[config.mk]
export PLATFORM = sky130hd
export DESIGN_NAME = ps2_host_tx
export DESIGN_NICKNAME = d
export VERILOG_FILES = /design/src/rtl/ps2_pkg.sv /design/src/rtl/ps2_line_filter.sv /design/src/rtl/ps2_host_tx.sv
export SDC_FILE = /design/constraint.sdc
export NUM_CORES = 1
export LEC_CHECK = 0
export CAP_MARGIN = 20
export CORE_ASPECT_RATIO = 0.7
export CORE_MARGIN = 4
export CORE_UTILIZATION = 40
export CTS_CLUSTER_DIAMETER = 120
export DETAILED_ROUTE_END_ITERATION = 7
export PLACE_DENSITY = 0.68
export SETUP_SLACK_MARGIN = 0.15
export SLEW_MARGIN = 5
export SYNTH_ARGS = -nofsm -noshare
export SYNTH_HDL_FRONTEND = slang
export SYNTH_SLANG_ARGS = --single-unit
[constraint.sdc]
create_clock -name clk -period 2.31 [get_ports clk]
set_clock_uncertainty 0.2 [all_clocks]
set_input_delay 0.3465 -clock clk [delete_from_list [all_inputs] [get_ports clk]]
set_output_delay 0.3465 -clock clk [all_outputs]
set_load 0.02 [all_outputs]
[src/rtl/ps2_pkg.sv]
// Shared PS/2 definitions: host-transmit state encoding, frame length and the
// odd-parity helper used by both host transmit and receive paths.
package ps2_pkg;

  typedef enum logic [2:0] {
    ST_IDLE,
    ST_INHIBIT,
    ST_REQ,
    ST_SHIFT,
    ST_ACK,
    ST_WAITIDLE
  } tx_state_t;

  // start + 8 data + parity + stop
  localparam int FRAME_LEN = 11;

  function automatic logic odd_parity(input logic [7:0] d);
    return ~^d;
  endfunction

endpackage

[src/rtl/ps2_line_filter.sv]
// PS/2 line conditioner: 2-flop synchronizer, FILTER_CYCLES stability filter and
// a one-cycle falling-edge strobe on the filtered level.
module ps2_line_filter #(
  parameter int FILTER_CYCLES = 8
) (
  input  logic clk,
  input  logic rstn,
  input  logic line,
  output logic level,
  output logic fe
);

  localparam int CW = (FILTER_CYCLES < 2) ? 1 : $clog2(FILTER_CYCLES);

  logic [1:0]    sync;
  logic [CW-1:0] cnt;

  // cnt tracks how many consecutive samples have disagreed with level
  always_ff @(posedge clk or negedge rstn) begin
    if (!rstn) begin
      sync  <= 2'b11;
      cnt   <= '0;
      level <= 1'b1;
      fe    <= 1'b0;
    end else begin
      sync <= {sync[0], line};
      fe   <= 1'b0;
      if (sync[1] == level) begin
        cnt <= '0;
      end else if (cnt == CW'(FILTER_CYCLES - 1)) begin
        level <= sync[1];
        cnt   <= '0;
        fe    <= level;
      end else begin
        cnt <= cnt + 1'b1;
      end
    end
  end

endmodule

[src/rtl/ps2_host_tx.sv]
// PS/2 host-to-device command transmitter with open-drain line enables.
// Optional watchdog on the device-clocked phase: define PS2_TX_TIMEOUT_EN.
//
// state     | meaning
// IDLE      | lines released, ready to accept a byte
// INHIBIT   | clock held low; start bit asserted in the final cycle
// REQ       | clock released, data low; waiting for first device clock
// SHIFT     | data bits, parity, then stop bit driven on device falling edges
// ACK       | sample the device acknowledge on the next falling edge
// WAITIDLE  | wait for both filtered lines to return high
module ps2_host_tx
  import ps2_pkg::*;
#(
  parameter int INHIBIT_CYCLES = 10000,
  parameter int TIMEOUT_CYCLES = 2000000,
  parameter int FILTER_CYCLES  = 8
) (
  input  logic       clk,
  input  logic       rstn,
  input  logic [7:0] tx_data,
  input  logic       tx_valid,
  output logic       tx_ready,
  output logic       busy,
  output logic       done,
  output logic       err,
  input  logic       ps2_clk_in,
  input  logic       ps2_data_in,
  output logic       ps2_clk_oe,
  output logic       ps2_data_oe
);

  localparam int          IW       = $clog2(INHIBIT_CYCLES + 1);
  localparam logic [3:0]  PAR_IDX  = 4'(FRAME_LEN - 3);
  localparam logic [3:0]  STOP_IDX = 4'(FRAME_LEN - 2);

  tx_state_t   state, state_n;
  logic [IW-1:0] inh_cnt, inh_n;
  logic [3:0]  bit_idx, bit_n, bit_inc;
  logic [7:0]  data_q;
  logic        par_q, load;
  logic        clk_oe_n, data_oe_n, done_n, err_n;
  logic        idle_q;
  logic        clk_lvl, clk_fe, data_lvl, data_fe_unused;
  logic        active, timeout;

  ps2_line_filter #(.FILTER_CYCLES(FILTER_CYCLES)) u_clk_filt (
    .clk(clk), .rstn(rstn), .line(ps2_clk_in), .level(clk_lvl), .fe(clk_fe)
  );

  ps2_line_filter #(.FILTER_CYCLES(FILTER_CYCLES)) u_data_filt (
    .clk(clk), .rstn(rstn), .line(ps2_data_in), .level(data_lvl), .fe(data_fe_unused)
  );

  assign active  = (state == ST_REQ) || (state == ST_SHIFT) || (state == ST_ACK);
  assign bit_inc = (bit_idx == 4'hF) ? bit_idx : bit_idx + 4'd1;

`ifdef PS2_TX_TIMEOUT_EN
  localparam int WW = $clog2(TIMEOUT_CYCLES + 1);
  logic [WW-1:0] wd_cnt;

  // Reloaded throughout INHIBIT so it starts full on REQ entry.
  always_ff @(posedge clk or negedge rstn) begin
    if (!rstn)                         wd_cnt <= '0;
    else if (state == ST_INHIBIT)      wd_cnt <= WW'(TIMEOUT_CYCLES - 1);
    else if (active && wd_cnt != '0)   wd_cnt <= wd_cnt - 1'b1;
  end

  assign timeout = active && (wd_cnt == '0);
`else
  logic unused_timeout;
  assign unused_timeout = (TIMEOUT_CYCLES != 0);
  assign timeout        = 1'b0;
`endif

  always_comb begin
    state_n   = state;
    inh_n     = inh_cnt;
    bit_n     = bit_idx;
    clk_oe_n  = ps2_clk_oe;
    data_oe_n = ps2_data_oe;
    done_n    = 1'b0;
    err_n     = 1'b0;
    load      = 1'b0;
    case (state)
      ST_IDLE: begin
        clk_oe_n  = 1'b0;
        data_oe_n = 1'b0;
        if (tx_valid) begin
          load     = 1'b1;
          inh_n    = IW'(INHIBIT_CYCLES - 1);
          clk_oe_n = 1'b1;
          state_n  = ST_INHIBIT;
        end
      end
      ST_INHIBIT: begin
        if (inh_cnt == '0) begin
          clk_oe_n  = 1'b0;
          data_oe_n = 1'b1;
          bit_n     = 4'd0;
          state_n   = ST_REQ;
        end else begin
          inh_n = inh_cnt - 1'b1;
          if (inh_cnt == IW'(1)) data_oe_n = 1'b1;
        end
      end
      ST_REQ: begin
        if (clk_fe) begin
          bit_n     = bit_inc;
          data_oe_n = ~data_q[0];
          state_n   = ST_SHIFT;
        end
      end
      ST_SHIFT: begin
        if (clk_fe) begin
          bit_n = bit_inc;
          if (bit_idx < PAR_IDX) begin
            data_oe_n = ~data_q[bit_idx[2:0]];
          end else if (bit_idx == PAR_IDX) begin
            data_oe_n = ~par_q;
          end else if (bit_idx == STOP_IDX) begin
            data_oe_n = 1'b0;
            state_n   = ST_ACK;
          end
        end
      end
      ST_ACK: begin
        if (clk_fe) begin
          bit_n   = bit_inc;
          done_n  = ~data_lvl;
          err_n   = data_lvl;
          state_n = ST_WAITIDLE;
        end
      end
      ST_WAITIDLE: begin
        clk_oe_n  = 1'b0;
        data_oe_n = 1'b0;
        if (clk_lvl && data_lvl) state_n = ST_IDLE;
      end
      default: state_n = ST_IDLE;
    endcase
    // Watchdog wins over a coincident device edge.
    if (timeout) begin
      clk_oe_n  = 1'b0;
      data_oe_n = 1'b0;
      done_n    = 1'b0;
      err_n     = 1'b1;
      state_n   = ST_WAITIDLE;
    end
  end

  always_ff @(posedge clk or negedge rstn) begin
    if (!rstn) begin
      state       <= ST_IDLE;
      inh_cnt     <= '0;
      bit_idx     <= 4'd0;
      data_q      <= 8'h00;
      par_q       <= 1'b0;
      ps2_clk_oe  <= 1'b0;
      ps2_data_oe <= 1'b0;
      done        <= 1'b0;
      err         <= 1'b0;
      idle_q      <= 1'b1;
    end else begin
      state       <= state_n;
      inh_cnt     <= inh_n;
      bit_idx     <= bit_n;
      ps2_clk_oe  <= clk_oe_n;
      ps2_data_oe <= data_oe_n;
      done        <= done_n;
      err         <= err_n;
      idle_q      <= (state_n == ST_IDLE);
      if (load) begin
        data_q <= tx_data;
        par_q  <= odd_parity(tx_data);
      end
    end
  end

  assign tx_ready = idle_q;
  assign busy     = ~idle_q;

endmodule

==> results_dict.tcl, run 1 <==
set metrics [dict create \
    outcome "complete, no violations" \
    synth_area_leaders "sky130_fd_sc_hd__dfrtp_1 42%, sky130_fd_sc_hd__dfstp_2 7.6%, sky130_fd_sc_hd__nand2_1 6.0%" \
    grt_pass1_wl_microns 8380 \
    synthMuxAreaShare 0.0309 \
    clock-root-buffer "sky130_fd_sc_hd__clkbuf_8" \
    fin_nets 295 \
    timing.max_slew.rel_slack 0.600 \
    avgViaCountPerCell 5.12 \
    fin_crit_sh 0.906 \
    crit_path_start_kind "flip-flop" \
    fmax_mhz 478 \
    final_max_slew_viol_count 0 \
    path_depth 6 \
    drt_iter0_drc 89 \
    tritoncts "built" \
    global_route.usage.total 0.146 \
    synth-compound-area-share 0.0939 \
    synthAdderAreaFrac 0.0464 \
    grt_overflow_total 0 \
    fp-row-count 23 \
    cp-endpoint "bit_idx[0]$_DFFE_PN0P_" \
    regToRegSetupSlack_ns 0.22 \
    synth.top_cell.area_share 0.423 \
    synthSimpleGateAreaFrac 0.236 \
    vdd_ir_drop_max_v 0.000220 \
    unrepaired_setup_endpoints_after_global_routing "no" \
    antenna_found_initial 0 \
    timing_worst_setup_path_type "reg -> reg" \
    cpPeakStageDelay_ns 0.55 \
    clock_tree.buffer_depth 2 \
    design.core.area_sq_um 5810 \
    starting_utilization_of_the_core_area 0.417 \
    setup.worst_path.start "inh_cnt[8]$_DFFE_PN0P_" \
    synth-async-reset-ratio 1.00 \
    hpwlAfterDp_microns 3470 \
    numClockSinks 48 \
    mappedNetlistNets 261 \
    worstHoldPathType "reg -> reg" \
    netlist_instances 239 \
    final_hold_viol_count 0 \
    clock_latency_ns 0.30 \
    distinct_cell_type_count_of_the_synthesized_netlist 49 \
    via_count 1786 \
    powerDensity_nw_per_um2 556 \
    floorplan.die.width_microns 101 \
    worst-endpoint-required_ns 2.29 \
    detail_route.drc_violations 0 \
    clock_tree.htree_level_count 2 \
    worstReg2RegStart "inh_cnt[8]$_DFFE_PN0P_" \
    tritoncts.num_buffers 5 \
    fp.dieArea_sq_um 7400 \
    postLayoutCoreUtil 0.501 \
    finalHoldWorstSlack_ns 0.158 \
    post_synth.cell_area_avg_sq_um 10.2 \
    clkSlewWorstSetupHoldPaths_ns 0.08 \
    yosysSeqAreaShare 0.499 \
    drive_gt1_frac 0.204 \
    antenna_violating_nets_post_route 0 \
    synth.cell_area_sq_um 2430 \
    grt_pass1_vias 1781 \
    number_of_iterations_in_the_first_detailed_routing_pass 4 \
    cpLargestDelayFamily "simple AND/OR/NAND/NOR gates" \
    synth_top_family_by_area "simple AND/OR/NAND/NOR gates" \
    postSynthRegisterBits 48 \
    static-leakage-power_nw 1.31 \
    synthDominantAreaCellType "sky130_fd_sc_hd__dfrtp_1" \
    cell_depth_of_the_worst_flop_to_flop_path 6 \
    worst_r2r_endpoint "bit_idx[0]$_DFFE_PN0P_" \
    setup_viol_count_final 0 \
    floorplan.die.height_microns 73.2 \
    critical_path.cell_chain "or4_4 > nor4_4 > buf_6 > and2_4 > or3_2 > o21ai_2" \
    drt-total-wl_microns 4870 \
    grt_max_degree 49 \
    place_congestion 0.960 \
    totalNegativeSetupSlack_ns 0 \
    ys.flop_type "sky130_fd_sc_hd__dfrtp_1" \
    tightest_slew_ns 0.599 \
    synth_xor_xnor_area_share 0.0650 \
    drt-wirelength-per-cell_microns 14.0 \
    number_of_enable_type_register_cells_in_the_synthesized_netlist 0 \
    drv_cap 0 \
    cp.buffers_inverters 1 \
    end_kind "flip-flop" \
    design.portCount 19 \
    timing.critical_path.arrival_ns 2.07 \
    synth-warning-count 0 \
    min_period_ns 2.09 \
    insertedDiodeCount 0 \
    timing.critical_path.fanout_max 7 \
    area_growth_syn_to_layout_pct 20.0 \
    buffer_ports.inserted 18 \
    crit_slowest_cell "sky130_fd_sc_hd__or4_4" \
]
[cell usage in the layout, fill, tap and decap left out, drive strengths merged, types with 8 or more instances in the layout]
cell            n
dfrtp          41
nand2          40
clkdlybuf4s50  17
buf            17
nor2           16
o21ai          12
xor2           10
nand3          10
inv             9
a21oi           9
ha              9
xnor2           8
[synthesized netlist by cell type, types with 2 or more instances]
cell                       instances
sky130_fd_sc_hd__o31ai_1           2
sky130_fd_sc_hd__nand2_1          39
sky130_fd_sc_hd__and2_1            5
sky130_fd_sc_hd__dfrtp_1          41
sky130_fd_sc_hd__o21ai_0          11
sky130_fd_sc_hd__clkbuf_1          7
sky130_fd_sc_hd__inv_1             9
sky130_fd_sc_hd__a31oi_1           2
sky130_fd_sc_hd__nor4_4            2
sky130_fd_sc_hd__a21oi_1           8
sky130_fd_sc_hd__xor2_1           10
sky130_fd_sc_hd__xnor2_1           8
sky130_fd_sc_hd__nor3_1            5
sky130_fd_sc_hd__mux2i_1           3
sky130_fd_sc_hd__nand3_1          10
sky130_fd_sc_hd__and3_1            3
sky130_fd_sc_hd__mux2_2            2
sky130_fd_sc_hd__o211ai_1          2
sky130_fd_sc_hd__nor3b_1           4
sky130_fd_sc_hd__ha_1              9
sky130_fd_sc_hd__nor2_1           15
sky130_fd_sc_hd__nor2b_1           2
sky130_fd_sc_hd__nand4_1           6
sky130_fd_sc_hd__a21o_1            3
sky130_fd_sc_hd__dfstp_2           7
[per-stage QoR]
step | cells | total power [mW] | instance area, sq um | worst slack (ns)
after floorplan | 239 | 1.05 | 2430 | 0.240
after global placement | 335 | 1.12 | 2740 | 0.245
after detailed placement | 335 | 1.13 | 2740 | 0.182
after CTS | 344 | 1.64 | 2840 | 0.161
after global routing | 349 | 1.71 | 2910 | 0.157
final | 349 | 1.62 | 2910 | 0.217
[kinds of logic after synthesis]
kind of cell	after synthesis
xor gates and xnor gates	18
muxes	6
and+or+nand+nor	106
DFF	48
AOI/OAI and AO/OA	35
buffers and inverters	17
adders and majority gates	9
[worst min path at each step]
stage / start / to / slack, ns / cells past startpoint
3_5_place_dp: u_clk_filt.sync[0]$_DFF_PN1_ / u_clk_filt.sync[1]$_DFF_PN1_ / 0.15 / 0
5_1_grt: u_clk_filt.sync[0]$_DFF_PN1_ / u_clk_filt.sync[1]$_DFF_PN1_ / 0.16 / 0
4_1_cts: u_clk_filt.sync[0]$_DFF_PN1_ / u_clk_filt.sync[1]$_DFF_PN1_ / 0.16 / 0
6_report: u_clk_filt.sync[0]$_DFF_PN1_ / u_clk_filt.sync[1]$_DFF_PN1_ / 0.16 / 0
3_3_place_gp: u_clk_filt.sync[0]$_DFF_PN1_ / u_clk_filt.sync[1]$_DFF_PN1_ / 0.15 / 0
2_1_floorplan: rstn / bit_idx[0]$_DFFE_PN0P_ / -0.15 / 0
[report_power, final]
part,internal [mW],switching (mW),total (mW)
clock network,0.239,0.268,0.507
registers,0.912,0.0428,0.955
logic,0.0874,0.0692,0.157
[state kept, by name (all words and copies together), names as in the netlist]
name,count
inh_cnt,14
data_q,8
bit_idx,4
state,3
u_clk_filt.cnt,3
u_data_filt.cnt,3
u_clk_filt.sync,2
u_data_filt.sync,2
done,1
err,1
par_q,1
ps2_clk_oe,1
ps2_data_oe,1
tx_ready,1
u_clk_filt.fe,1
u_clk_filt.level,1
u_data_filt.level,1
[final cells by class]
cell class                      count  area [sq um]
Clock buffer                        6          82.6
Sequential cell                    48          1210
Fill cell                         556          2900
Multi-Input combinational cell    174          1170
Inverter                            9          33.8
Clock inverter                      2          10.0
Tap cell                           75          93.8
Timing Repair Buffer               35           309
[worst register-to-register path: cells and delay by family (launching register included)]
family	cells	cell delay, ns
AOI/OAI and AO/OA	1	0.04
and+or+nand+nor	4	1.13
DFF	1	0.44
buffers and inverters	1	0.17
[metal layers]
metal	track usage	vias to the layer above	part of all wire
li1	-	889	-
met1	0.204	861	0.51
met2	0.222	30	0.44
met3	0.0344	6	0.036
met4	0.0531	0	0.015
met5	0	-	0
[timing repair]
| item | in CTS | in global routing |
|---|---|---|
| hold buffers | 1 | 0 |
| setup buffers | 0 | 5 |
| setup endpoints to repair | 0 | 7 |
| gates resized for setup | 0 | 10 |
| endpoints found under the hold margin | 41 | 0 |
Power figures use the tool's default switching activity.
==> inputs of run 2 (changes only) <==
Settings changed: ABC_CLOCK_PERIOD_IN_PS set to 2310, MAX_ROUTING_LAYER set to met4, PLACE_DENSITY 0.68 to 0.59.
==> results_dict.tcl, run 2 (synthesized netlist as in run 1, its figures left out) <==
set metrics [dict create \
    powerDensity_nw_per_um2 550 \
    clock_tree.htree_level_count 2 \
    largest_registers "inh_cnt x14, data_q x8, bit_idx x4" \
    static-leakage-power_nw 1.33 \
    cp.buffers_inverters 1 \
    setup_viol_count_final 0 \
    numClockSinks 48 \
    crit_path_start_kind "flip-flop" \
    drt-wirelength-per-cell_microns 13.2 \
    mostFrequentLayoutCells "40 x sky130_fd_sc_hd__dfrtp_1, 39 x sky130_fd_sc_hd__nand2_1, 17 x sky130_fd_sc_hd__clkdlybuf4s50_1, 17 x sky130_fd_sc_hd__buf_4, 15 x sky130_fd_sc_hd__nor2_1" \
    grt_pass1_vias 1674 \
    mostFrequentLayoutCell "sky130_fd_sc_hd__dfrtp_1" \
    place_congestion 0.797 \
    starting_utilization_of_the_core_area 0.417 \
    tritoncts.num_buffers 5 \
    buffer_ports.inserted 18 \
    timing.max_slew.rel_slack 0.642 \
    drt_iter0_drc 73 \
    timing.critical_path.arrival_ns 2.04 \
    detail_route.drc_violations 0 \
    vdd_ir_drop_max_v 0.000203 \
    drt-total-wl_microns 4660 \
    worstHoldPathType "reg -> reg" \
    unrepaired_setup_endpoints_after_global_routing "yes" \
    hpwlAfterDp_microns 3330 \
    tritoncts "built" \
    design.portCount 19 \
    fp-row-count 23 \
    outcome "complete, no violations" \
    totalNegativeSetupSlack_ns 0 \
    clock_latency_ns 0.30 \
    fin_crit_sh 0.894 \
    tightest_slew_ns 0.537 \
    drive_gt1_frac 0.199 \
    cpPeakStageDelay_ns 0.56 \
    timing.critical_path.fanout_max 7 \
    grt_pass1_wl_microns 8100 \
    global_route.usage.total 0.142 \
    antenna_violating_nets_post_route 0 \
    antenna_found_initial 0 \
    top_register "inh_cnt" \
    clkSlewWorstSetupHoldPaths_ns 0.09 \
    avgViaCountPerCell 4.87 \
    critical_path.cell_chain "or4_4 > nor4_4 > buf_6 > and2_4 > or3_2 > o21ai_2" \
    grt_overflow_total 0 \
    fp.dieArea_sq_um 7400 \
    post-route-worst-setup-slack_ns 0.245 \
    floorplan.die.height_microns 73.2 \
    drv_cap 0 \
    largest_register_ffs 14 \
    cpLargestDelayFamily "simple AND/OR/NAND/NOR gates" \
    via_count 1715 \
    num-fill-cells 534 \
    floorplan.die.width_microns 101 \
    clock-root-buffer "sky130_fd_sc_hd__clkbuf_8" \
    min_period_ns 2.06 \
    final_hold_viol_count 0 \
    worst-endpoint-required_ns 2.29 \
    timing_worst_setup_path_type "reg -> reg" \
    clock_tree.buffer_depth 2 \
    grt_max_degree 26 \
    design.core.area_sq_um 5810 \
    area_growth_syn_to_layout_pct 21.1 \
    fmax_mhz 484 \
    fin_nets 298 \
    insertedDiodeCount 0 \
    number_of_iterations_in_the_first_detailed_routing_pass 4 \
    place_worst_setup_slack_ns 0.203 \
    crit_slowest_cell "sky130_fd_sc_hd__or4_4" \
    end_kind "flip-flop" \
    final_max_slew_viol_count 0 \
]
-- run 2: cell type report --
cell class                 count  area, sq um  share of cell area
inverter                       9         33.8              0.0115
clock buffer                   6         82.6              0.0281
tap                           75         93.8              0.0319
multi-input combinational    174         1160               0.396
timing repair buffer          38          344               0.117
sequential                    48         1210               0.412
clock inverter                 2         10.0             0.00341
-- run 2: worst reg2reg max path: stages (launching register included) --
cell and delay [ns]:
sky130_fd_sc_hd__dfrtp_1 0.40, sky130_fd_sc_hd__or4_4 0.56, sky130_fd_sc_hd__nor4_4 0.28, sky130_fd_sc_hd__buf_6 0.17, sky130_fd_sc_hd__and2_4 0.18, sky130_fd_sc_hd__or3_2 0.12, sky130_fd_sc_hd__o21ai_2 0.04
-- run 2: per-stage QoR --
stage,cells,area (sq um),total power [mW],util,hold slack [ns]
2_1_floorplan,239,2430,1.05,-,-0.149
3_3_place_gp,336,2760,1.12,0.475,0.146
3_5_place_dp,336,2760,1.12,0.475,0.148
4_1_cts,345,2860,1.64,0.492,0.162
5_1_grt,352,2940,1.72,0.506,0.165
6_report,352,2940,1.62,0.506,0.160
-- run 2: worst paths after layout --
path / startpoint / end / slack (ns) / cells past startpoint
worst max-delay path: inh_cnt[6]$_DFFE_PN0P_ / bit_idx[0]$_DFFE_PN0P_ / 0.25 / 6
worst min-delay path: u_clk_filt.sync[0]$_DFF_PN1_ / u_clk_filt.sync[1]$_DFF_PN1_ / 0.16 / 0
worst max register to register: inh_cnt[6]$_DFFE_PN0P_ / bit_idx[0]$_DFFE_PN0P_ / 0.25 / 6
worst min register to register: u_clk_filt.sync[0]$_DFF_PN1_ / u_clk_filt.sync[1]$_DFF_PN1_ / 0.16 / 0
max in group asynchronous: rstn / tx_ready$_DFF_PN1_ / 0.95 / 3
min in group asynchronous: rstn / data_q[2]$_DFFE_PN0P_ / 0.36 / 2
-- run 2: repair_timing --
| action | in CTS | in global routing |
|---|---|---|
| setup endpoints to repair | 0 | 8 |
| hold buffers | 1 | 0 |
| hold endpoints to repair | 17 | 0 |
| buffers inserted | 0 | 7 |
| gates resized for setup | 0 | 6 |
-- run 2: power by group --
group          total, mW  internal [mW]  switching (mW)
Sequential         0.950          0.912          0.0387
Combinational      0.153         0.0887          0.0648
Clock              0.514          0.239           0.275
-- run 2: layer usage --
metal | track usage | routed length (microns) | share of wire
met1 | 0.217 | 2530 | 0.54
met2 | 0.192 | 1940 | 0.42
met4 | 0.0310 | 31 | 0.0067
met5 | - | 0 | 0
met3 | 0.0315 | 158 | 0.034
==> inputs of run 3 (changes only) <==
Settings changed: ABC_CLOCK_PERIOD_IN_PS 2310 to 2230, CORE_UTILIZATION 40 to 35, PLACE_DENSITY 0.59 to 0.53.
Clock period 2.31 ns to 2.23 ns, I/O delays scaled along.
==> results_dict.tcl, run 3 (synthesized netlist as in run 1, its figures left out) <==
set metrics [dict create \
    outcome "complete, no violations" \
    tightest_slew_ns 0.591 \
    clock-root-buffer "sky130_fd_sc_hd__clkbuf_8" \
    numClockSinks 48 \
    global_route.usage.total 0.133 \
    timing.critical_path.arrival_ns 2.00 \
    fp.dieArea_sq_um 8350 \
    clock_latency_ns 0.29 \
    clock_tree.htree_level_count 2 \
    globalRouteMet3Util 0.0258 \
    timing.max_slew.rel_slack 0.606 \
    fin_nets 300 \
    timing_worst_setup_path_type "reg -> reg" \
    antenna_violating_nets_post_route 0 \
    avgViaCountPerCell 4.67 \
    drive_gt1_frac 0.211 \
    comb_power_share 0.095 \
    insertedDiodeCount 0 \
    vdd_ir_drop_max_v 0.000217 \
    floorplan.die.height_microns 77.7 \
    crit_path_start_kind "flip-flop" \
    num-fill-cells 684 \
    use_met1 0.192 \
    worstHoldPathType "reg -> reg" \
    total_switching_power_uw 385 \
    clkSlewWorstSetupHoldPaths_ns 0.08 \
    ff_latch_area_sq_um 1210 \
    drt-total-wl_microns 4900 \
    largest_registers "inh_cnt x14, data_q x8, bit_idx x4" \
    drt_iter0_drc 82 \
    largest_register_ffs 14 \
    antenna_found_initial 0 \
    design.core.area_sq_um 6760 \
    starting_utilization_of_the_core_area 0.359 \
    timing.critical_path.fanout_max 7 \
    fmax_mhz 495 \
    multi_input_comb_area_sq_um 1180 \
    end_kind "flip-flop" \
    unrepaired_setup_endpoints_after_global_routing "yes" \
    sequential_cell_fraction_of_total_power 0.578 \
    place_congestion 0.782 \
    drt-wirelength-per-cell_microns 13.1 \
    grt_max_degree 26 \
    grt_util_met2 0.191 \
    totalNegativeSetupSlack_ns 0 \
    final_hold_viol_count 0 \
    clock_tree.buffer_depth 2 \
    power.share.switching 0.226 \
    setup_viol_count_final 0 \
    mostFrequentLayoutCells "40 x sky130_fd_sc_hd__dfrtp_1, 39 x sky130_fd_sc_hd__nand2_1, 20 x sky130_fd_sc_hd__buf_4, 17 x sky130_fd_sc_hd__clkdlybuf4s50_1, 15 x sky130_fd_sc_hd__nor2_1" \
    post_place_cells 359 \
    drv_cap 0 \
    final_max_slew_viol_count 0 \
    static-leakage-power_nw 1.34 \
    instances_no_fill 373 \
    worst-endpoint-required_ns 2.21 \
    via_count 1742 \
    grt_overflow_total 0 \
    fp-row-count 25 \
    tritoncts "built" \
    mostFrequentLayoutCell "sky130_fd_sc_hd__dfrtp_1" \
    detail_route.drc_violations 0 \
    number_of_iterations_in_the_first_detailed_routing_pass 4 \
    area_growth_syn_to_layout_pct 23.1 \
    tritoncts.num_buffers 5 \
    fin_crit_sh 0.905 \
    design.portCount 19 \
    grt_busiest_layer "met1" \
    hpwlAfterDp_microns 3510 \
    buffer_ports.inserted 18 \
    powerDensity_nw_per_um2 570 \
    top_register "inh_cnt" \
    internal_cell_power_mw 1.32 \
    floorplan.die.width_microns 108 \
    pwr-share-clk 0.327 \
    grt_pass1_vias 1759 \
    min_period_ns 2.02 \
    grt_pass1_wl_microns 8660 \
]
==> run 3: cell types whose count changed in the layout (fill, tap and decap cells not counted), moves of 2 or more <==
cell,delta
sky130_fd_sc_hd__clkinv_2,-2
sky130_fd_sc_hd__nor3_2,+2
sky130_fd_sc_hd__buf_4,+3
sky130_fd_sc_hd__nor3_1,-2
==> run 3: final timing paths <==
| check | from | endpoint | slack (ns) | cells after the start |
|---|---|---|---|---|
| max | inh_cnt[9]$_DFFE_PN0P_ | bit_idx[0]$_DFFE_PN0P_ | 0.21 | 6 |
| max in group asynchronous | rstn | tx_ready$_DFF_PN1_ | 0.78 | 3 |
| max reg2reg | inh_cnt[9]$_DFFE_PN0P_ | bit_idx[0]$_DFFE_PN0P_ | 0.21 | 6 |
| min | u_clk_filt.sync[0]$_DFF_PN1_ | u_clk_filt.sync[1]$_DFF_PN1_ | 0.16 | 0 |
| min reg2reg | u_clk_filt.sync[0]$_DFF_PN1_ | u_clk_filt.sync[1]$_DFF_PN1_ | 0.16 | 0 |
| min in group asynchronous | rstn | u_data_filt.cnt[1]$_DFF_PN0_ | 0.37 | 2 |
==> run 3: layer usage <==
| metal | vias to the layer above | part of all wire | wire [microns] |
|---|---|---|---|
| met3 | 5 | 0.034 | 168 |
| met4 | 0 | 0.012 | 59 |
| met5 | - | 0 | 0 |
| met2 | 29 | 0.43 | 2100 |
| met1 | 813 | 0.52 | 2570 |
| li1 | 895 | - | - |
==> run 3: repair_timing <==
action | 4_1_cts | 5_1_grt
endpoints found under the hold margin | 17 | 0
hold buffers | 1 | 0
gates resized for setup | 0 | 9
pin swaps | 0 | 2
buffers inserted | 1 | 4
endpoints found under the setup margin | 1 | 10
==> run 3: critical path: stages, from the launching register on <==
cell	delay [ns]
sky130_fd_sc_hd__dfrtp_1	0.38
sky130_fd_sc_hd__or4_4	0.56
sky130_fd_sc_hd__nor4_4	0.27
sky130_fd_sc_hd__buf_6	0.16
sky130_fd_sc_hd__and2_4	0.17
sky130_fd_sc_hd__or3_4	0.12
sky130_fd_sc_hd__o21ai_2	0.04
==> run 3: power by group through the flow <==
| stage | clock [mW] | sequential (mW) | combinational [mW] |
|---|---|---|---|
| after floorplan | 0 | 0.991 | 0.100 |
| after global placement | 0 | 1.00 | 0.163 |
| after detailed placement | 0 | 1.00 | 0.163 |
| after CTS | 0.587 | 0.986 | 0.167 |
| after global routing | 0.621 | 0.994 | 0.191 |
| final | 0.557 | 0.985 | 0.161 |
==> run 3: per-stage QoR <==
stage,total power [mW],area [sq um],setup slack [ns],utilization,hold slack (ns)
2_1_floorplan,1.09,2430,0.160,-,-0.161
3_3_place_gp,1.16,2800,0.198,0.415,0.146
3_5_place_dp,1.17,2800,0.170,0.415,0.148
4_1_cts,1.74,2920,0.161,0.432,0.160
5_1_grt,1.81,2990,0.0886,0.442,0.163
6_report,1.70,2990,0.211,0.442,0.159
==> run 3: layout make-up <==
class,count,share of cell area
Clock buffer,8,0.0335
Multi-Input combinational cell,174,0.394
Timing Repair Buffer,40,0.116
Sequential cell,48,0.406
Inverter,9,0.0113
Tap cell,94,0.0394
